<file path="src/rtl/mem_stage_pkg.sv">
// rtl/mem_stage_pkg.sv - shared constants for the MEM stage: ctrl bit map, access sizes, FSM states
package mem_stage_pkg;

  // Reset PC presented on the WB bundle
  localparam logic [31:0] PC_RST_DEF = 32'h1c000000;

  // Bit positions inside ctrl_in
  localparam int C_LD    = 0;
  localparam int C_ST    = 1;
  localparam int C_SZ    = 2;  // two bits: [C_SZ+1:C_SZ]
  localparam int C_LDU   = 4;
  localparam int C_RW    = 5;
  localparam int C_MULHI = 6;
  localparam int C_VALID = 7;

  // Access size encodings; 2'b11 behaves as a word
  typedef enum logic [1:0] {
    SZ_B = 2'b00,
    SZ_H = 2'b01,
    SZ_W = 2'b10
  } size_e;

  // Cache handshake FSM
  typedef enum logic {
    ST_IDLE = 1'b0,
    ST_WAIT = 1'b1
  } state_e;

endpackage

</file>
<file path="src/rtl/mem_lane_align.sv">
// rtl/mem_lane_align.sv - byte-lane strobes, store replication and load extract/extend
module mem_lane_align
  import mem_stage_pkg::*;
(
  input  logic [1:0]  i_addr_lo,
  input  logic [1:0]  i_size,
  input  logic        i_ld_unsigned,
  input  logic [31:0] i_st_data,
  input  logic [31:0] i_rdata,
  output logic [3:0]  o_wstrb,
  output logic [31:0] o_wdata,
  output logic [31:0] o_ld_data
);

  logic [7:0]  w_byte;
  logic [15:0] w_half;

  // Pick the addressed lane, then size-dependent strobes, replication and extension
  always_comb begin
    w_byte = i_rdata[{i_addr_lo, 3'b000} +: 8];
    w_half = i_addr_lo[1] ? i_rdata[31:16] : i_rdata[15:0];
    case (i_size)
      SZ_B: begin
        o_wstrb   = 4'b0001 << i_addr_lo;
        o_wdata   = {4{i_st_data[7:0]}};
        o_ld_data = i_ld_unsigned ? {24'h0, w_byte} : {{24{w_byte[7]}}, w_byte};
      end
      SZ_H: begin
        o_wstrb   = 4'b0011 << {i_addr_lo[1], 1'b0};
        o_wdata   = {2{i_st_data[15:0]}};
        o_ld_data = i_ld_unsigned ? {16'h0, w_half} : {{16{w_half[15]}}, w_half};
      end
      default: begin
        o_wstrb   = 4'hF;
        o_wdata   = i_st_data;
        o_ld_data = i_rdata;
      end
    endcase
  end

endmodule

</file>
<file path="src/rtl/mem_stage.sv">
// rtl/mem_stage.sv - MEM stage: multiply finish, DCache handshake, MEM/WB register
module mem_stage
  import mem_stage_pkg::*;
#(
  parameter int          WORD    = 32,
  parameter int          REG_LOG = 5,
  parameter logic [31:0] PC_RST  = PC_RST_DEF
) (
  input  logic                 clk,
  input  logic                 rst,
  input  logic [31:0]          pc_in,
  input  logic [31:0]          inst_in,
  input  logic [7:0]           ctrl_in,
  input  logic                 cal_sel_in,
  input  logic [WORD-1:0]      alu_res_in,
  input  logic [3*REG_LOG-1:0] rs_in,
  input  logic                 sign_in,
  input  logic [3*WORD-1:0]    mul_tmp_in,
  input  logic [WORD-1:0]      st_data_in,
  output logic                 dc_req,
  output logic                 dc_we,
  output logic [WORD-1:0]      dc_addr,
  output logic [3:0]           dc_wstrb,
  output logic [WORD-1:0]      dc_wdata,
  input  logic                 dc_addr_ok,
  input  logic                 dc_data_ok,
  input  logic [WORD-1:0]      dc_rdata,
  output logic                 stall_out,
  output logic                 wb_valid,
  output logic [31:0]          wb_pc,
  output logic                 wb_we,
  output logic [REG_LOG-1:0]   wb_rd,
  output logic [WORD-1:0]      wb_data,
  output logic                 wb_ale
);

  state_e            r_state;
  state_e            w_next;
  logic              w_ld, w_st, w_valid, w_mis, w_mem_op, w_done;
  logic [1:0]        w_size;
  logic [2*WORD-1:0] w_mid_ext, w_prod;
  logic [WORD-1:0]   w_mres, w_res, w_ld_data, w_wdata;
  logic [3:0]        w_wstrb;
  logic              w_unused;

  assign w_unused = ^{inst_in, rs_in[2*REG_LOG-1:0]};

  assign w_ld    = ctrl_in[C_LD];
  assign w_st    = ctrl_in[C_ST];
  assign w_valid = ctrl_in[C_VALID];
  assign w_size  = ctrl_in[C_SZ+1:C_SZ];

  // Alignment check and memory-op qualification
  always_comb begin
    w_mis    = ((w_size == SZ_H) && alu_res_in[0]) || (w_size[1] && (alu_res_in[1:0] != 2'b00));
    w_mem_op = w_valid && (w_ld || w_st) && !w_mis;
  end

  // Final multiply accumulation: {hi,lo} plus the middle partial product shifted by 16
  always_comb begin
    w_mid_ext = sign_in ? {{WORD{mul_tmp_in[2*WORD-1]}}, mul_tmp_in[2*WORD-1:WORD]}
                        : {{WORD{1'b0}}, mul_tmp_in[2*WORD-1:WORD]};
    w_prod    = {mul_tmp_in[3*WORD-1:2*WORD], mul_tmp_in[WORD-1:0]} + (w_mid_ext << 16);
    w_mres    = ctrl_in[C_MULHI] ? w_prod[2*WORD-1:WORD] : w_prod[WORD-1:0];
    w_res     = cal_sel_in ? w_mres : alu_res_in;
  end

  mem_lane_align u_align (
    .i_addr_lo     (alu_res_in[1:0]),
    .i_size        (w_size),
    .i_ld_unsigned (ctrl_in[C_LDU]),
    .i_st_data     (st_data_in),
    .i_rdata       (dc_rdata),
    .o_wstrb       (w_wstrb),
    .o_wdata       (w_wdata),
    .o_ld_data     (w_ld_data)
  );

  // Handshake decode: request/stall/completion and next state; quiet while in reset
  always_comb begin
    dc_req    = 1'b0;
    stall_out = 1'b0;
    w_done    = 1'b0;
    w_next    = r_state;
    if (!rst) begin
      case (r_state)
        ST_IDLE: begin
          if (w_mem_op) begin
            dc_req = 1'b1;
            if (dc_addr_ok && dc_data_ok) begin
              w_done = 1'b1;
            end else begin
              stall_out = 1'b1;
              if (dc_addr_ok) w_next = ST_WAIT;
            end
          end else begin
            w_done = 1'b1;
          end
        end
        default: begin
          if (dc_data_ok) begin
            w_done = 1'b1;
            w_next = ST_IDLE;
          end else begin
            stall_out = 1'b1;
          end
        end
      endcase
    end
  end

  // Cache request payload, zero whenever no request is being made
  always_comb begin
    dc_we    = dc_req && w_st;
    dc_addr  = dc_req ? alu_res_in : '0;
    dc_wstrb = dc_we ? w_wstrb : 4'h0;
    dc_wdata = dc_we ? w_wdata : '0;
  end

  // FSM state and MEM/WB register: capture on completion, bubble while stalled
  always_ff @(posedge clk or posedge rst) begin
    if (rst) begin
      r_state  <= ST_IDLE;
      wb_valid <= 1'b0;
      wb_pc    <= PC_RST;
      wb_we    <= 1'b0;
      wb_rd    <= '0;
      wb_data  <= '0;
      wb_ale   <= 1'b0;
    end else begin
      r_state <= w_next;
      if (w_done) begin
        wb_valid <= w_valid;
        wb_pc    <= pc_in;
        wb_rd    <= rs_in[3*REG_LOG-1:2*REG_LOG];
        wb_we    <= w_mem_op ? (w_ld && !w_st && ctrl_in[C_RW])
                             : (w_valid && ctrl_in[C_RW] && !w_mis);
        wb_data  <= (w_mem_op && w_ld) ? w_ld_data : w_res;
        wb_ale   <= w_valid && w_mis && (w_ld || w_st);
      end else begin
        wb_valid <= 1'b0;
        wb_we    <= 1'b0;
        wb_ale   <= 1'b0;
      end
    end
  end

endmodule
</file>
<file path="config.mk">
export PLATFORM = sky130hd
export DESIGN_NAME = mem_stage
export DESIGN_NICKNAME = d
export VERILOG_FILES = /design/src/rtl/mem_stage_pkg.sv /design/src/rtl/mem_lane_align.sv /design/src/rtl/mem_stage.sv
export SDC_FILE = /design/constraint.sdc
export NUM_CORES = 1
export LEC_CHECK = 0
export BUFFER_PORTS_ARGS = -buffer_cell sky130_fd_sc_hd__buf_2
export CAP_MARGIN = 20
export CORE_AREA = 2 2 164 166
export CTS_BUF_LIST = sky130_fd_sc_hd__clkbuf_4 sky130_fd_sc_hd__clkbuf_8
export DETAILED_ROUTE_END_ITERATION = 10
export DIE_AREA = 0 0 166 168
export PLACE_DENSITY = 0.6
export SLEW_MARGIN = 10
export SYNTH_ARGS = -nofsm -noshare
export SYNTH_HDL_FRONTEND = slang
export SYNTH_SLANG_ARGS = --single-unit
</file>
<file path="constraint.sdc">
create_clock -name clk -period 3.4 [get_ports clk]
set_input_delay 0.85 -clock clk [delete_from_list [all_inputs] [get_ports clk]]
set_output_delay 0.85 -clock clk [all_outputs]
set_load 0.01 [all_outputs]
</file>
=== Word-level counts from Yosys, hierarchy flattened ===
Index checks and enable logic that the tools add are counted.

* Memory bits (writable): 0
* Flip-flop bits (word level): 73
* Latch bits: 0
* Logic and storage cells: 65
* Input bits: 285
* Output and inout port bits: 143
* Memory bits (read-only): 0
* Memories kept: 0

* Shift operators: 3
* $add $sub $neg: 1
* Bitwise gates (word level): 0
* Divide/modulo/power cells: 0
* Magnitude comparators: 0
* Reduce and logical (&&, ||, !) cells: 19
* Multiply operators: 0
* Muxes and demuxes: 34
* Equality and inequality tests: 1

{| class="wikitable"
|+ Operators by type and width
! cell !! number
|-
| two-way mux 32 bit || 7
|-
| one-hot mux 32 bit (2 select lines) || 2
|-
| adder 64 bit || 1
|-
| two-way mux 48 bit || 1
|-
| variable part select 32 x 6 -> 8 bit || 1
|-
| two-way mux 1 bit || 21
|-
| two-way mux 16 bit || 1
|-
| logical AND 1 bit || 13
|-
| one-hot mux 4 bit (2 select lines) || 1
|-
| two-way mux 4 bit || 1
|-
| << shifter 1 x 2 -> 4 bit, first input constant || 1
|-
| << shifter 2 x 2 -> 4 bit, first input constant || 1
|-
| equality test 2 x 1 -> 1 bit, second input constant || 1
|-
| zero test 1 bit || 2
|-
| zero test 2 bit || 1
|-
| logical OR 1 bit || 2
|-
| nonzero test 2 bit || 1
|}

=== Depth between registers and ports, before layout ===
* Depth after elaboration: 10
* Depth in mapped cells: 12
* Depth with buffers taken out: 12

=== Cells and area by module ===
From an unflattened synthesis, not the netlist that was laid out.

* Cell total of the unflattened synthesis: 1110
* Area total of the unflattened synthesis: 8245.4 µm²

{| class="wikitable"
|+ By module, submodules not included
! module !! instances !! seq. area each (µm²) !! cells each !! area an instance (µm²)
|-
| mem_stage || 1 || 1830.5 || 939 || 6954.2
|-
| mem_lane_align || 1 || 0.0 || 171 || 1291.2
|}

=== Worst setup path after synthesis ===
Ideal clock, no wire load.

* Path type: in2reg
* Start: input rst
* End: register wb_data[26]
* Path buffers: 0
* Cell stages on the path: 8
* Setup time: 120 ps
* Slack: -635 ps
* Data arrival time: 3915 ps
* Required time: 3280 ps
* Path through: inv_1 -> o21ai_1 -> nor2_1 -> nand2_1 -> o221a_2 -> nand3b_1 -> mux2_2 -> nand2_1

* Longest elaborated chain between the ends: 1

{| class="wikitable"
|+ Ends and longest elaborated chain
! element !! line !! source
|-
| start: declaration || mem_stage.sv:10 || <nowiki>input logic rst,</nowiki>
|-
| two-way mux 1 bit || mem_stage.sv:85 || <nowiki>if (!rst) begin</nowiki>
|-
| end signal: assignment || mem_stage.sv:138 || <nowiki>wb_data <= (w_mem_op && w_ld) ? w_ld_data : w_res;</nowiki>
|-
| end: declaration || mem_stage.sv:33 || <nowiki>output logic [WORD-1:0] wb_data,</nowiki>
|}

No other way between the ends.
A chain may end at the register's enable or synchronous reset.

=== Final worst setup path ===
* Start: input mul_tmp_in[16]
* End: register wb_data[0]

* Longest elaborated chain between the ends: 4

{| class="wikitable"
|+ Ends and longest elaborated chain
! element !! line !! source
|-
| start: declaration || mem_stage.sv:18 || <nowiki>input logic [3*WORD-1:0] mul_tmp_in,</nowiki>
|-
| adder 64 bit || mem_stage.sv:63 || <nowiki>w_prod = {mul_tmp_in[3*WORD-1:2*WORD], mul_tmp_in[WORD-1:0]} + (w_mid_ext << 16);</nowiki>
|-
| two-way mux 32 bit || mem_stage.sv:64 || <nowiki>w_mres = ctrl_in[C_MULHI] ? w_prod[2*WORD-1:WORD] : w_prod[WORD-1:0];</nowiki>
|-
| two-way mux 32 bit || mem_stage.sv:65 || <nowiki>w_res = cal_sel_in ? w_mres : alu_res_in;</nowiki>
|-
| two-way mux 32 bit || mem_stage.sv:138 ||
|}

No other way between the ends.

==> results.yml <==
worst_setup_path:
  crit_path_start: "mul_tmp_in[16]"
  reg2reg_setup_slack_ns: 1.09
  cp_slowest_cell: "fa_1"
  r2r_start: "r_state"
  arrival_ns: 3.59
  r2r_cells: 8
  cp-end-kind: "flip-flop"
  critPathLaunchType: "input port"
  worstSetupPathType: "in2reg"
  crit_end: "wb_data[0]"
  worstPathRequired_ns: 3.66
  cp_slowest_stage_delay_ns: 0.39
  cpMostUsedCell: "buf_4"
  crit_fanout: 4
  timing.rr.end: "wb_data[30]"
  crit_chain: "buf_2, ha_1, inv_1, fa_1, nand2b_1, a211oi_2, o21a_1, buf_4, nor2_1, o21ai_0, xor2_1, mux2i_2, buf_4, a21oi_1, a221o_1"
clock_network:
  clock_latency_ns: 0.38
  holdBufCountCts: 0
  root_buffer: "clkbuf_8"
  clkSinkCount: 73
  cts.clk_slew.worst_paths_ns: 0.10
  htree_levels: 3
  cts_buffers: 9
  clockBufferDepth: 2
  tritoncts: "yes"
final_layout:
  multi_input_area_mm2: 0.00560
  nFillCells: 2834
  area_growth_pct: 43.0
  area.sequential_mm2: 0.00183
  nNetsFinal: 1877
  drive_above_1_share_pct: 36.4
pwr:
  power.density_mw_per_mm2: 323
  power_mw: 3.59
  leakage_nw: 5.56
  irDropWorstVdd_mv: 0.280
sta:
  hold_violations: 0
  finalSetupViolations: 0
  rsz0062_at_grt: "true"
  slew-limit-headroom_pct: 34.1
  timing_worst_slew_pin_value_ns: 0.988
  finalCritPeriodShare_pct: 97.7
  finalCriticalPeriod_ns: 3.32
  setup_tns_ns: 0
  fin_ws_ns: 0.0778
  maxClockFrequency_mhz: 301
  drv_slew: 0
  hold_ws_ns: 0.464
  clock_skew_ns: 0.0177
die:
  io_pins: 428
  design.core.area_mm2: 0.0264
  row_count: 60
  die_w_um: 166
  start_util_pct: 29.5
  die-area_mm2: 0.0279
  fp.dieH_um: 168
routing:
  first_iter_violations: 736
  post-route-drc-count: 0
  viasPerCell: 5.25
  firstDrtPassIters: 7
  wire_per_inst_um: 19.7
  ant_nets: 0
  drt_wl_total_um: 37700
  via_count: 10000
synthesis:
  syn-num-nets: 1426
  syn_area_mm2: 0.00777
  avgSynthCellArea_um2: 7.01
  synth_top_area_share_pct: 22.5
  synth-seq-cells: 73
  synth_cell_type_count: 78
  synth_edf_count: 0
  syn_inst: 1108
  synth_top_area_cell: "dfrtp_1"
  synth-seq-area-share_pct: 23.6
  async_reset_ff_share_pct: 100
  ys.warnings.count: 0
  synth_area_leaders: "dfrtp_1, nand2_1, a21oi_1"
  synth_ff_type: "dfrtp_1"
grt:
  antenna_found_initial: 5
  grt_max_degree: 76
  grt_pass1_vias: 9661
  grt_pass1_wl_um: 56000
  grt_use_total_pct: 25.8
  grt_overflow: 0
placement:
  dp_slack_ns: -0.330
  gp_congestion: 0.916
  dp_hpwl_um: 31600
  numPortBuffers: 385
hold_path:
  hold_path.class: "reg2reg"
  min_from: "wb_pc[28]"
outcome:
  status: "completed"
flow_run:
  drv_cap: 0
-- placed cells by master (no fill, tap or decap), types with 32 or more instances in the layout --
master / netlist / routed
nor3_1: 33 / 33
xnor2_1: 35 / 35
nor2_1: 98 / 97
and2_1: 42 / 42
nand3_1: 36 / 36
a21oi_1: 88 / 88
buf_2: 5 / 385
ha_1: 32 / 32
o21ai_0: 69 / 69
nand2_1: 225 / 224
buf_4: 1 / 130
dfrtp_1: 70 / 70
-- how the worst min path moves through the flow --
| stage | to | slack (ns) | cells past startpoint |
|---|---|---|---|
| after floorplan | wb_pc[26] | 0.46 | 2 |
| after CTS | wb_pc[28] | 0.46 | 2 |
| after global placement | wb_pc[28] | 0.45 | 2 |
| after global routing | wb_pc[26] | 0.49 | 2 |
| after detailed placement | wb_pc[27] | 0.45 | 2 |
| final | wb_pc[28] | 0.46 | 2 |
-- registers in the layout (all words and copies together), names as in the netlist --
signal,count
wb_we,1
r_state,1
wb_rd,5
wb_pc,32
wb_ale,1
wb_data,32
wb_valid,1
-- timing repair --
action / 4_1_cts / 5_1_grt
pin swaps: 1 / 5
resized for setup: 1 / 7
endpoints found under the hold margin: 0 / 0
setup endpoints to repair: 67 / 38
buffers inserted: 1 / 5
-- where the power goes --
part | switching, mW | leakage [nW] | internal [mW]
clock | 0.400 | 0.103 | 0.353
sequential | 0.0778 | 0.872 | 1.01
combinational | 1.02 | 4.59 | 0.730
total | 1.49 | 5.56 | 2.10
-- through the flow --
step           cells  area, um^2  util [%]
3_3_place_gp    1883       10800      41.0
4_1_cts         1900       11000      41.9
6_report        1908       11100      42.2
5_1_grt         1905       11100      42.2
2_1_floorplan   1108        7780         -
3_5_place_dp    1883       10800      41.0
-- synth_stat cells, types with 14 or more instances --
cell	number
a211oi_1	14
inv_1	30
ha_1	32
o21ai_0	69
a221oi_1	16
clkbuf_1	60
xnor2_1	35
a21oi_1	88
a31oi_1	16
nand2_1	225
nor3_1	33
nand4_1	16
dfrtp_1	70
nor2_1	98
and2_1	42
mux2i_1	26
nand3_1	36
-- kinds of logic after synthesis --
family,synth area share (%)
AND/OR/NAND/NOR,30.8
AO/OA/AOI/OAI,26.3
buffers and inverters,5.25
flip-flops,23.6
XOR/XNOR,4.28
adder cells (fa/ha/maj),5.41
multiplexers,4.36
-- routing by layer --
metal / track usage, % / up-vias / wire length, um
met2: 46.0 / 364 / 18600
li1: - / 4882 / -
met4: 8.05 / 2 / 1070
met5: 0 / - / 7
met1: 31.3 / 4720 / 15500
met3: 5.31 / 52 / 2450
-- layout make-up --
class,count,share of cell area (%)
Sequential cell,73,16.5
Clock buffer,9,1.11
Multi-Input combinational cell,929,50.4
Timing Repair Buffer,516,26.3
Clock inverter,7,0.754
Antenna cell,3,0.0675
Tap cell,341,3.84
Inverter,30,1.05
-- worst max-delay path: cells and delay by family --
kind | cells | cell delay [ns]
AND/OR/NAND/NOR | 2 | 0.23
XOR/XNOR | 1 | 0.11
multiplexers | 1 | 0.27
adder cells (fa/ha/maj) | 2 | 0.61
buffers and inverters | 4 | 0.48
AO/OA/AOI/OAI | 5 | 1.05
(Power assumes the default switching activity.)
